### src/rtl/dpram_fifo_ctrl_if.sv
// ----------------------------------------------------------------------------
// dpram_fifo_ctrl_if
// User-side bus of the dual-port-RAM FIFO controller.
//   push/wr_data : write request and its data
//   pop          : read request
//   rd_data      : pop data, meaningful only while rd_valid=1
//   rd_valid     : one-cycle strobe, one cycle after an accepted pop
//   full/empty   : occupancy flags
//   level        : occupancy 0..2**aw (tied to 0 unless DPRAM_FIFO_LEVEL_EN)
// Modports: master = FIFO user, slave = FIFO controller.
// ----------------------------------------------------------------------------
interface dpram_fifo_ctrl_if #(
  parameter int aw = 5,
  parameter int dw = 16
);
  logic          push;
  logic [dw-1:0] wr_data;
  logic          pop;
  logic [dw-1:0] rd_data;
  logic          rd_valid;
  logic          full;
  logic          empty;
  logic [aw:0]   level;

  modport master (
    output push, wr_data, pop,
    input  rd_data, rd_valid, full, empty, level
  );

  modport slave (
    input  push, wr_data, pop,
    output rd_data, rd_valid, full, empty, level
  );
endinterface

### src/rtl/dpram_fifo_ctrl.sv
// ----------------------------------------------------------------------------
// dpram_fifo_ctrl
// FIFO controller driving an external dual-port RAM with a registered read
// port. Depth is 2**aw words of dw bits.
// Ports:
//   clk, rst    : single rising-edge clock, synchronous active-high reset
//   fifo        : user bus (dpram_fifo_ctrl_if.slave)
//   ram_wrst/ram_rrst            : RAM port resets (follow rst)
//   ram_wce/ram_we/ram_waddr/ram_di : RAM write port
//   ram_rce/ram_oe/ram_raddr/ram_do : RAM read port (ram_do one cycle late)
// Optional feature: define DPRAM_FIFO_LEVEL_EN to build the occupancy
// subtractor; otherwise level is tied to zero.
// ----------------------------------------------------------------------------
module dpram_fifo_ctrl #(
  parameter int aw = 5,
  parameter int dw = 16
) (
  input  logic              clk,
  input  logic              rst,
  dpram_fifo_ctrl_if.slave  fifo,
  output logic              ram_rrst,
  output logic              ram_wrst,
  output logic              ram_rce,
  output logic              ram_oe,
  output logic              ram_wce,
  output logic              ram_we,
  output logic [aw-1:0]     ram_raddr,
  output logic [aw-1:0]     ram_waddr,
  output logic [dw-1:0]     ram_di,
  input  logic [dw-1:0]     ram_do
);

  localparam logic [aw:0] ptr_one = {{aw{1'b0}}, 1'b1};

  // Pointers carry one extra wrap bit so full and empty can be told apart.
  logic [aw:0] wr_ptr_reg, wr_ptr_next;
  logic [aw:0] rd_ptr_reg, rd_ptr_next;
  logic        rd_valid_reg, rd_valid_next;

  logic        full, empty;
  logic        push_ok, pop_ok;

  assign empty = (wr_ptr_reg == rd_ptr_reg);
  assign full  = (wr_ptr_reg[aw-1:0] == rd_ptr_reg[aw-1:0]) &&
                 (wr_ptr_reg[aw] != rd_ptr_reg[aw]);

  // Acceptance uses the flags as they stand before the edge, so a push into
  // a full FIFO is dropped even when a pop frees a slot in the same cycle.
  assign push_ok = fifo.push && !full;
  assign pop_ok  = fifo.pop && !empty;

  always_comb begin
    wr_ptr_next   = wr_ptr_reg;
    rd_ptr_next   = rd_ptr_reg;
    rd_valid_next = pop_ok;
    if (push_ok) wr_ptr_next = wr_ptr_reg + ptr_one;
    if (pop_ok)  rd_ptr_next = rd_ptr_reg + ptr_one;
  end

  always_ff @(posedge clk) begin
    if (rst) begin
      wr_ptr_reg   <= '0;
      rd_ptr_reg   <= '0;
      rd_valid_reg <= 1'b0;
    end else begin
      wr_ptr_reg   <= wr_ptr_next;
      rd_ptr_reg   <= rd_ptr_next;
      rd_valid_reg <= rd_valid_next;
    end
  end

  // RAM write port
  assign ram_wrst  = rst;
  assign ram_wce   = push_ok && !rst;
  assign ram_we    = push_ok && !rst;
  assign ram_waddr = wr_ptr_reg[aw-1:0];
  assign ram_di    = fifo.wr_data;

  // RAM read port. The enable stays up during the rd_valid cycle; a read
  // done then without a new pop may hit the word being written, but its
  // result lands after rd_valid has dropped and is never presented.
  assign ram_rrst  = rst;
  assign ram_rce   = (pop_ok || rd_valid_reg) && !rst;
  assign ram_oe    = rd_valid_reg;
  assign ram_raddr = rd_ptr_reg[aw-1:0];

  // User side
  assign fifo.rd_data  = ram_do;
  assign fifo.rd_valid = rd_valid_reg;
  assign fifo.full     = full;
  assign fifo.empty    = empty;

`ifdef DPRAM_FIFO_LEVEL_EN
  // Modulo 2**(aw+1) difference of the registered pointers.
  assign fifo.level = wr_ptr_reg - rd_ptr_reg;
`else
  assign fifo.level = '0;
`endif

endmodule

### src/flat_wrapper.sv
// flat-port wrapper written by rule: the top's interface ports become plain ports
module dpram_fifo_ctrl_flat 
#(
  parameter int aw = 5,
  parameter int dw = 16
)
  (clk, rst, ram_rrst, ram_wrst, ram_rce, ram_oe, ram_wce, ram_we, ram_raddr, ram_waddr, ram_di, ram_do, fifo_push, fifo_wr_data, fifo_pop, fifo_rd_data, fifo_rd_valid, fifo_full, fifo_empty, fifo_level);
  dpram_fifo_ctrl_if #(.aw(aw), .dw(dw)) fifo_i ();
  input  logic clk;
  input  logic rst;
  output logic ram_rrst;
  output logic ram_wrst;
  output logic ram_rce;
  output logic ram_oe;
  output logic ram_wce;
  output logic ram_we;
  output logic [aw-1:0] ram_raddr;
  output logic [aw-1:0] ram_waddr;
  output logic [dw-1:0] ram_di;
  input  logic [dw-1:0] ram_do;
  input wire logic [$bits(fifo_i.push)-1:0] fifo_push;
  input wire logic [$bits(fifo_i.wr_data)-1:0] fifo_wr_data;
  input wire logic [$bits(fifo_i.pop)-1:0] fifo_pop;
  output wire logic [$bits(fifo_i.rd_data)-1:0] fifo_rd_data;
  output wire logic [$bits(fifo_i.rd_valid)-1:0] fifo_rd_valid;
  output wire logic [$bits(fifo_i.full)-1:0] fifo_full;
  output wire logic [$bits(fifo_i.empty)-1:0] fifo_empty;
  output wire logic [$bits(fifo_i.level)-1:0] fifo_level;
  assign fifo_i.push = fifo_push;
  assign fifo_i.wr_data = fifo_wr_data;
  assign fifo_i.pop = fifo_pop;
  assign fifo_rd_data = fifo_i.rd_data;
  assign fifo_rd_valid = fifo_i.rd_valid;
  assign fifo_full = fifo_i.full;
  assign fifo_empty = fifo_i.empty;
  assign fifo_level = fifo_i.level;
  dpram_fifo_ctrl #(.aw(aw), .dw(dw)) u_core (.clk(clk), .rst(rst), .fifo(fifo_i), .ram_rrst(ram_rrst), .ram_wrst(ram_wrst), .ram_rce(ram_rce), .ram_oe(ram_oe), .ram_wce(ram_wce), .ram_we(ram_we), .ram_raddr(ram_raddr), .ram_waddr(ram_waddr), .ram_di(ram_di), .ram_do(ram_do));
endmodule
### config.mk
export PLATFORM = sky130hd
export DESIGN_NAME = dpram_fifo_ctrl_flat
export DESIGN_NICKNAME = d
export VERILOG_FILES = /design/src/rtl/dpram_fifo_ctrl_if.sv /design/src/rtl/dpram_fifo_ctrl.sv /design/src/flat_wrapper.sv
export SDC_FILE = /design/constraint.sdc
export NUM_CORES = 1
export LEC_CHECK = 0
export CAP_MARGIN = 20
export CELL_PAD_IN_SITES_DETAIL_PLACEMENT = 1
export CELL_PAD_IN_SITES_GLOBAL_PLACEMENT = 1
export CORE_MARGIN = 2
export CORE_UTILIZATION = 19
export CTS_BUF_LIST = sky130_fd_sc_hd__clkbuf_4
export DETAILED_ROUTE_END_ITERATION = 8
export PLACE_DENSITY = 0.86
export SLEW_MARGIN = 10
export SYNTH_ARGS = -nofsm -noshare
export SYNTH_HDL_FRONTEND = slang
export SYNTH_SLANG_ARGS = --single-unit
### constraint.sdc
create_clock -name clk -period 1.8 [get_ports clk]
set_clock_uncertainty 0.1 [all_clocks]
set_input_delay 0.18 -clock clk [delete_from_list [all_inputs] [get_ports clk]]
set_output_delay 0.18 -clock clk [all_outputs]
set_load 0.01 [all_outputs]
==> qor.yml, run 1 <==
drt:
  drtPass1Iterations: 2
  ant_nets: 0
  via_per_inst: 3.99
  drc: 0
  wl_per_cell_um: 14.0
  m1WireLength_um: 1120
  route.met3.wl_um: 184
  drtIter0Drc: 44
  num_vias: 810
  maxUsedRoutingLayer: "met4"
  met2_length_um: 1500
  wirelength_um: 2840
synth:
  synth.distinct_cells: 26
  synth_top_family_by_area: "buffers and inverters"
  ys_warn_count: 0
  ys_seq_elements: 13
  synth-simple-area-share_pct: 12.9
  seq_area_frac_synth_pct: 24.2
  synth_compound_area_share_pct: 8.27
  synthAdderAreaFrac_pct: 2.33
  synth_area_mm2: 0.00107
  synth_area_per_cell_um2: 8.14
  synth_mux_area_share_pct: 1.86
  syn-instance-count: 132
  synthXorXnorAreaFrac_pct: 12.1
sta:
  rsz0062_at_grt: "yes"
  maxSlewViolCount: 0
  fin_ws_ns: -0.158
  fmax_mhz: 511
  timing.final.crit_share_pct: 109
  hold_viol_final: 0
  setup_tns_ns: -0.630
  whs_ns: 0.260
  finalSetupViolations: 6
  finalCriticalPeriod_ns: 1.96
die:
  design.portCount: 93
  core_mm2: 0.00547
  die_y_um: 79.2
  design.die.area_mm2: 0.00627
  start_util_pct: 19.6
  rows: 27
  die_w_um: 79.2
clock_network:
  path_clk_slew_ns: 0.09
  cts_root_buf: "clkbuf_4"
  cts_sinks: 13
  numCtsBuffers: 3
  cts_tree: "done"
  hold_buffers: 0
  clock_latency_ns: 0.28
  htree_levels: 1
  clockBufferDepth: 2
worst_setup_path:
  path_max_fanout: 4
  slowest_delay_ns: 0.36
  required_ns: 1.52
  timing.rr.end: "u_core.wr_ptr_reg[5]"
  cp.arrival_ns: 1.68
  r2r_slack_ns: -0.12
  worstSetupPathType: "reg -> out"
  rr_worst_depth: 7
  crit_path_start: "u_core.rd_ptr_reg[3]"
  critical_path.startpoint_type: "register"
  path_cells: "xnor2_4 -> nand4_1 -> buf_4 -> o31ai_4 -> nor2_2 -> buf_2"
  worstSetupEndpointType: "output port"
  worst_path_max_delay_cell: "dfxtp_2"
  r2r-start: "u_core.rd_ptr_reg[3]"
status:
  status: "finished, violations left"
  violations: "negative setup slack"
global_route:
  antenna_found_initial: 0
  grt_usage_pct: 9.30
  grt_pass1_vias: 896
  grt_overflow: 0
  grt_pass1_wl_um: 4450
  grt_max_degree: 14
power_and_ir_drop:
  vdd_drop_max_v: 0.000184
  power_mw: 0.935
  cellPowerDensity_mw_per_mm2: 719
  p_leak_nw: 0.507
hold_path:
  hp-start: "ram_do[10]"
  min_path_cells: 0
  holdPathEnd: "fifo_rd_data[10]"
  hold_class: "in -> out"
placed_design:
  dpl.hpwl_um: 1990
  place_area_mm2: 0.00115
  port_buffers: 22
  pre_cts_slack_ns: -0.226
  place.gp.congestion: 0.775
cells_and_area:
  nNetsFinal: 170
  drive_gt1_share_pct: 38.9
  fin_area_mm2: 0.00130
  diodes: 0
  areaGrowthSynthToFinish_pct: 21.0
run:
  max_cap_violations: 0
area by class of cell:
cell class | count | area, um2
flip-flops and latches | 13 | 269
well taps | 72 | 90.1
fillers | 663 | 4170
inverters | 1 | 3.75
clock buffers | 4 | 30.0
multi-input cells | 68 | 536
repair buffers | 45 | 372
synthesized netlist by cell type, drive strengths merged:
| library cell | n | area share, % |
|---|---|---|
| inv | 1 | 0.35 |
| o311ai | 1 | 0.82 |
| conb | 1 | 0.35 |
| a21oi | 4 | 1.9 |
| xnor2 | 5 | 4.1 |
| nand2 | 5 | 1.7 |
| o211ai | 1 | 0.70 |
| buf | 53 | 37 |
| o21ai | 3 | 1.4 |
| o31ai | 5 | 3.5 |
| xor2 | 9 | 8.0 |
| nand3 | 1 | 0.47 |
| clkbuf | 2 | 0.81 |
| mux2i | 2 | 1.9 |
| and4 | 1 | 0.82 |
| nor2 | 14 | 4.9 |
| ha | 2 | 2.3 |
| or3 | 2 | 1.2 |
| and3 | 1 | 0.58 |
| nand4 | 2 | 1.2 |
| nor3 | 3 | 1.4 |
| or4 | 1 | 0.70 |
| dfxtp | 13 | 24 |
critical path: cells and delay by family, from the launching register on:
family	cells	cell delay (ns)
flip-flops	1	0.36
AND/OR/NAND/NOR	2	0.26
buffers and inverters	2	0.35
XOR/XNOR	1	0.17
AO/OA/AOI/OAI	1	0.25
cells by family after synthesis:
family	Yosys count
AO/OA/AOI/OAI	14
flip-flops	13
AND/OR/NAND/NOR	30
multiplexers	2
XOR/XNOR	14
buffers and inverters	56
other	1
adder cells (fa/ha/maj)	2
power by group:
group          switching, mW  internal (mW)
clock network          0.108          0.101
logic                  0.197          0.210
registers             0.0150          0.304
total                  0.320          0.615
stage by stage:
step	utilization (%)	cells
after CTS	23.2	205
final	23.8	203
after global placement	21.0	196
after detailed placement	21.0	196
after floorplan	-	137
after global routing	23.8	203
routing by layer:
layer	track usage, %	vias to the layer above
met5	0	-
met1	10.6	409
li1	-	374
met3	3.52	6
met4	3.45	0
met2	15.8	21
layout by cell type, fill, tap and decap left out, types with 2 or more instances in the layout:
cell type,instances
or3_1,2
nand4_1,2
xnor2_2,2
ha_1,2
xnor2_1,2
a21oi_1,3
nor3_2,2
conb_1,6
xor2_1,8
o31ai_4,2
nand2_1,5
nor2_1,13
o31ai_2,2
buf_4,22
clkbuf_4,4
dfxtp_2,4
dfxtp_1,8
mux2i_1,2
buf_2,5
o21ai_0,2
clkdlybuf4s50_1,17
worst max path at each step:
stage               cells after the start      end
floorplan                               5   ram_we
global placement                        6  ram_rce
detailed placement                      6  ram_rce
CTS                                     6  ram_rce
global route                            6   ram_we
finish                                  6  ram_wce
timing repair:
| action | 4_1_cts | 5_1_grt |
|---|---|---|
| pin swaps | 11 | 10 |
| buffers inserted | 10 | 1 |
| resized for setup | 36 | 13 |
| setup endpoints to repair | 10 | 16 |
Note: power is estimated with default switching activity, not from simulation.
==> run 2, diff against run 1 <==
- CTS_BUF_LIST: sky130_fd_sc_hd__clkbuf_4 -> default
==> run 2 against run 1 <==
The flow still finishes with violations (negative setup slack). Combinational power rose by 5.7%. Critical path depth unchanged. Design area increased by 1.7%. Sequential share of layout area down 0.35 points. Clock power increased by 32%. Power rose by 10%. Die area is the same. Via count is 1.7% lower. Worst setup slack better by 0.080 ns. Critical endpoint is now ram_rce. Final cell count up 0.49%. Wire length decreased by 3.1%. Hold slack unchanged.
==> qor.yml, run 2 (same netlist as run 1, synthesis figures left out) <==
global_route:
  grt_overflow: 0  # unchanged
  grt_max_degree: 14  # unchanged
  grt_pass1_vias: 882  # was 896
  antenna_found_initial: 0  # unchanged
  grt_pass1_wl_um: 4350  # was 4450 um
  grt_usage_pct: 9.07  # was 9.30%
hold_path:
  hp-start: "ram_do[12]"  # was ram_do[10]
  min_path_cells: 0  # unchanged
  holdPathEnd: "fifo_rd_data[12]"  # was fifo_rd_data[10]
  hold_class: "in -> out"  # unchanged
placed_design:
  port_buffers: 22  # unchanged
  place.gp.congestion: 0.775  # unchanged
  dpl.hpwl_um: 1990  # unchanged
drt:
  drtIter0Drc: 31  # was 44
  num_vias: 796  # was 810
  drc: 0  # unchanged
  via_per_inst: 3.90  # was 3.99
  ant_nets: 0  # unchanged
  wirelength_um: 2750  # was 2840 um
  drtPass1Iterations: 4  # was 2
  wl_per_cell_um: 13.5  # was 14.0 um
cells_and_area:
  diodes: 0  # unchanged
  fillCellCount: 657  # was 663
  final_cell_mix: "buf_4 (22), clkdlybuf4s50_1 (17), nor2_1 (14), xor2_1 (8), dfxtp_2 (7)"  # was buf_4 (22), clkdlybuf4s50_1 (17), nor2_1 (13), xor2_1 (8), dfxtp_1 (8)
  areaGrowthSynthToFinish_pct: 23.1  # was 21.0%
  multi_input_area_um2: 532  # was 536 um2
  final_common_cell: "buf_4"  # unchanged
  drive_gt1_share_pct: 39.4  # was 38.9%
  fin_util_pct: 24.2  # was 23.8%
  nNetsFinal: 171  # was 170
  final-seq-area_um2: 269  # unchanged
power_and_ir_drop:
  vdd_drop_max_v: 0.000271  # was 0.000184 V
  pwr-share-clk_pct: 26.7  # was 22.4%
  cellPowerDensity_mw_per_mm2: 779  # was 719 mW/mm2
  p_seq_share_pct: 31.6  # was 34.1%
  internal-power_mw: 0.688  # was 0.615 mW
  p_leak_nw: 0.513  # was 0.507 nW
  comb_power_share_pct: 41.8  # was 43.5%
  p_sw_mw: 0.342  # was 0.320 mW
  p_sw_share_pct: 33.2  # was 34.2%
die:
  die_y_um: 79.2  # unchanged
  core_mm2: 0.00547  # unchanged
  die_w_um: 79.2  # unchanged
  rows: 27  # unchanged
  start_util_pct: 19.6  # unchanged
  design.die.area_mm2: 0.00627  # unchanged
  design.portCount: 93  # unchanged
worst_setup_path:
  timing.rr.end: "u_core.rd_ptr_reg[1]"  # was u_core.wr_ptr_reg[5]
  worstSetupEndpointType: "output port"  # unchanged
  rr_worst_depth: 8  # was 7
  path_buf_inv: 2  # unchanged
  path_cells: "xnor2_2 -> nand4_1 -> buf_4 -> o31ai_4 -> a21oi_2 -> buf_2"  # was xnor2_4 -> nand4_1 -> buf_4 -> o31ai_4 -> nor2_2 -> buf_2
  critical_path.startpoint_type: "register"  # unchanged
  critical_path.top_delay_family: "buffers and inverters"  # was flip-flops
  r2r-start: "u_core.wr_ptr_reg[3]"  # was u_core.rd_ptr_reg[3]
  r2r_slack_ns: -0.02  # was -0.12 ns
  path_max_fanout: 3  # was 4
  worstSetupPathType: "reg -> out"  # unchanged
  worst_path_max_delay_cell: "dfxtp_2"  # unchanged
  slowest_delay_ns: 0.34  # was 0.36 ns
  required_ns: 1.52  # about the same
  cp.arrival_ns: 1.60  # was 1.68 ns
sta:
  fin_ws_ns: -0.0776  # was -0.158 ns
  fmax_mhz: 533  # was 511 MHz
  finalCriticalPeriod_ns: 1.88  # was 1.96 ns
  setup_tns_ns: -0.182  # was -0.630 ns
  timing.final.crit_share_pct: 104  # was 109%
  hold_viol_final: 0  # unchanged
  rsz0062_at_grt: "yes"  # unchanged
  finalSetupViolations: 4  # was 6
  maxSlewViolCount: 0  # unchanged
clock_network:
  cts_root_buf: "clkbuf_8"  # was clkbuf_4
  cts_sinks: 13  # unchanged
  hold_buffers: 0  # unchanged
  numCtsBuffers: 3  # unchanged
  htree_levels: 1  # unchanged
  clock_latency_ns: 0.25  # was 0.28 ns
  clockBufferDepth: 2  # unchanged
  path_clk_slew_ns: 0.06  # was 0.09 ns
  cts_tree: "done"  # unchanged
run:
  max_cap_violations: 0  # unchanged
status:
  violations: "negative setup slack"  # unchanged
  status: "finished, violations left"  # unchanged
## run 2: worst max-delay path by stage
stage | start | end | slack [ns] | cells after the start
after floorplan | u_core.wr_ptr_reg[2] | ram_we | 0.01 | 5
after global placement | u_core.rd_ptr_reg[3] | ram_rce | -0.21 | 6
after detailed placement | u_core.wr_ptr_reg[3] | ram_rce | -0.23 | 6
after CTS | u_core.wr_ptr_reg[3] | ram_rce | -0.02 | 6
after global routing | u_core.wr_ptr_reg[3] | ram_rce | -0.13 | 6
final | u_core.wr_ptr_reg[3] | ram_rce | -0.08 | 6
## run 2: power by group through the flow
stage                     clock (mW)  combinational (mW)  sequential, mW
after floorplan                    0               0.242           0.332
after global placement             0               0.321           0.324
after detailed placement           0               0.333           0.325
after CTS                      0.281               0.392           0.325
after global routing           0.297               0.464           0.328
final                          0.275               0.430           0.325
## run 2: routing by layer
metal  track usage, %  wire (um)  vias up
li1                 -          -      375
met1             10.1       1110      382
met2             15.1       1380       29
met3             3.18        194       10
met4             5.00         61        0
met5                0          0        -
## run 2: through the flow
stage	hold slack, ns	setup WS (ns)	area [um2]	total power, mW	std cells
final	0.260	-0.0776	1320	1.03	204
after global routing	0.260	-0.127	1320	1.09	204
after CTS	0.260	-0.0244	1270	0.997	203
after detailed placement	0.260	-0.226	1150	0.657	196
after global placement	0.260	-0.214	1150	0.645	196
after floorplan	0.149	0.0129	1090	0.574	137
## run 2: what timing repair did
item / 4_1_cts / 5_1_grt
setup endpoints to repair: 8 / 12
buffers inserted: 4 / 1
gates resized for setup: 37 / 10
pin swaps: 11 / 9
## run 2: cell type report
type | instances | share of cell area (%)
Inverter | 1 | 0.284
Timing Repair Buffer | 46 | 28.9
Clock buffer | 4 | 3.41
Sequential cell | 13 | 20.3
Tap cell | 72 | 6.81
Multi-Input combinational cell | 68 | 40.2
==> run 3, diff against run 2 <==
- CTS_CLUSTER_SIZE: default -> 12
==> results of run 3 <==
The final DEF is identical to that of run 2; final timing and power are the same.
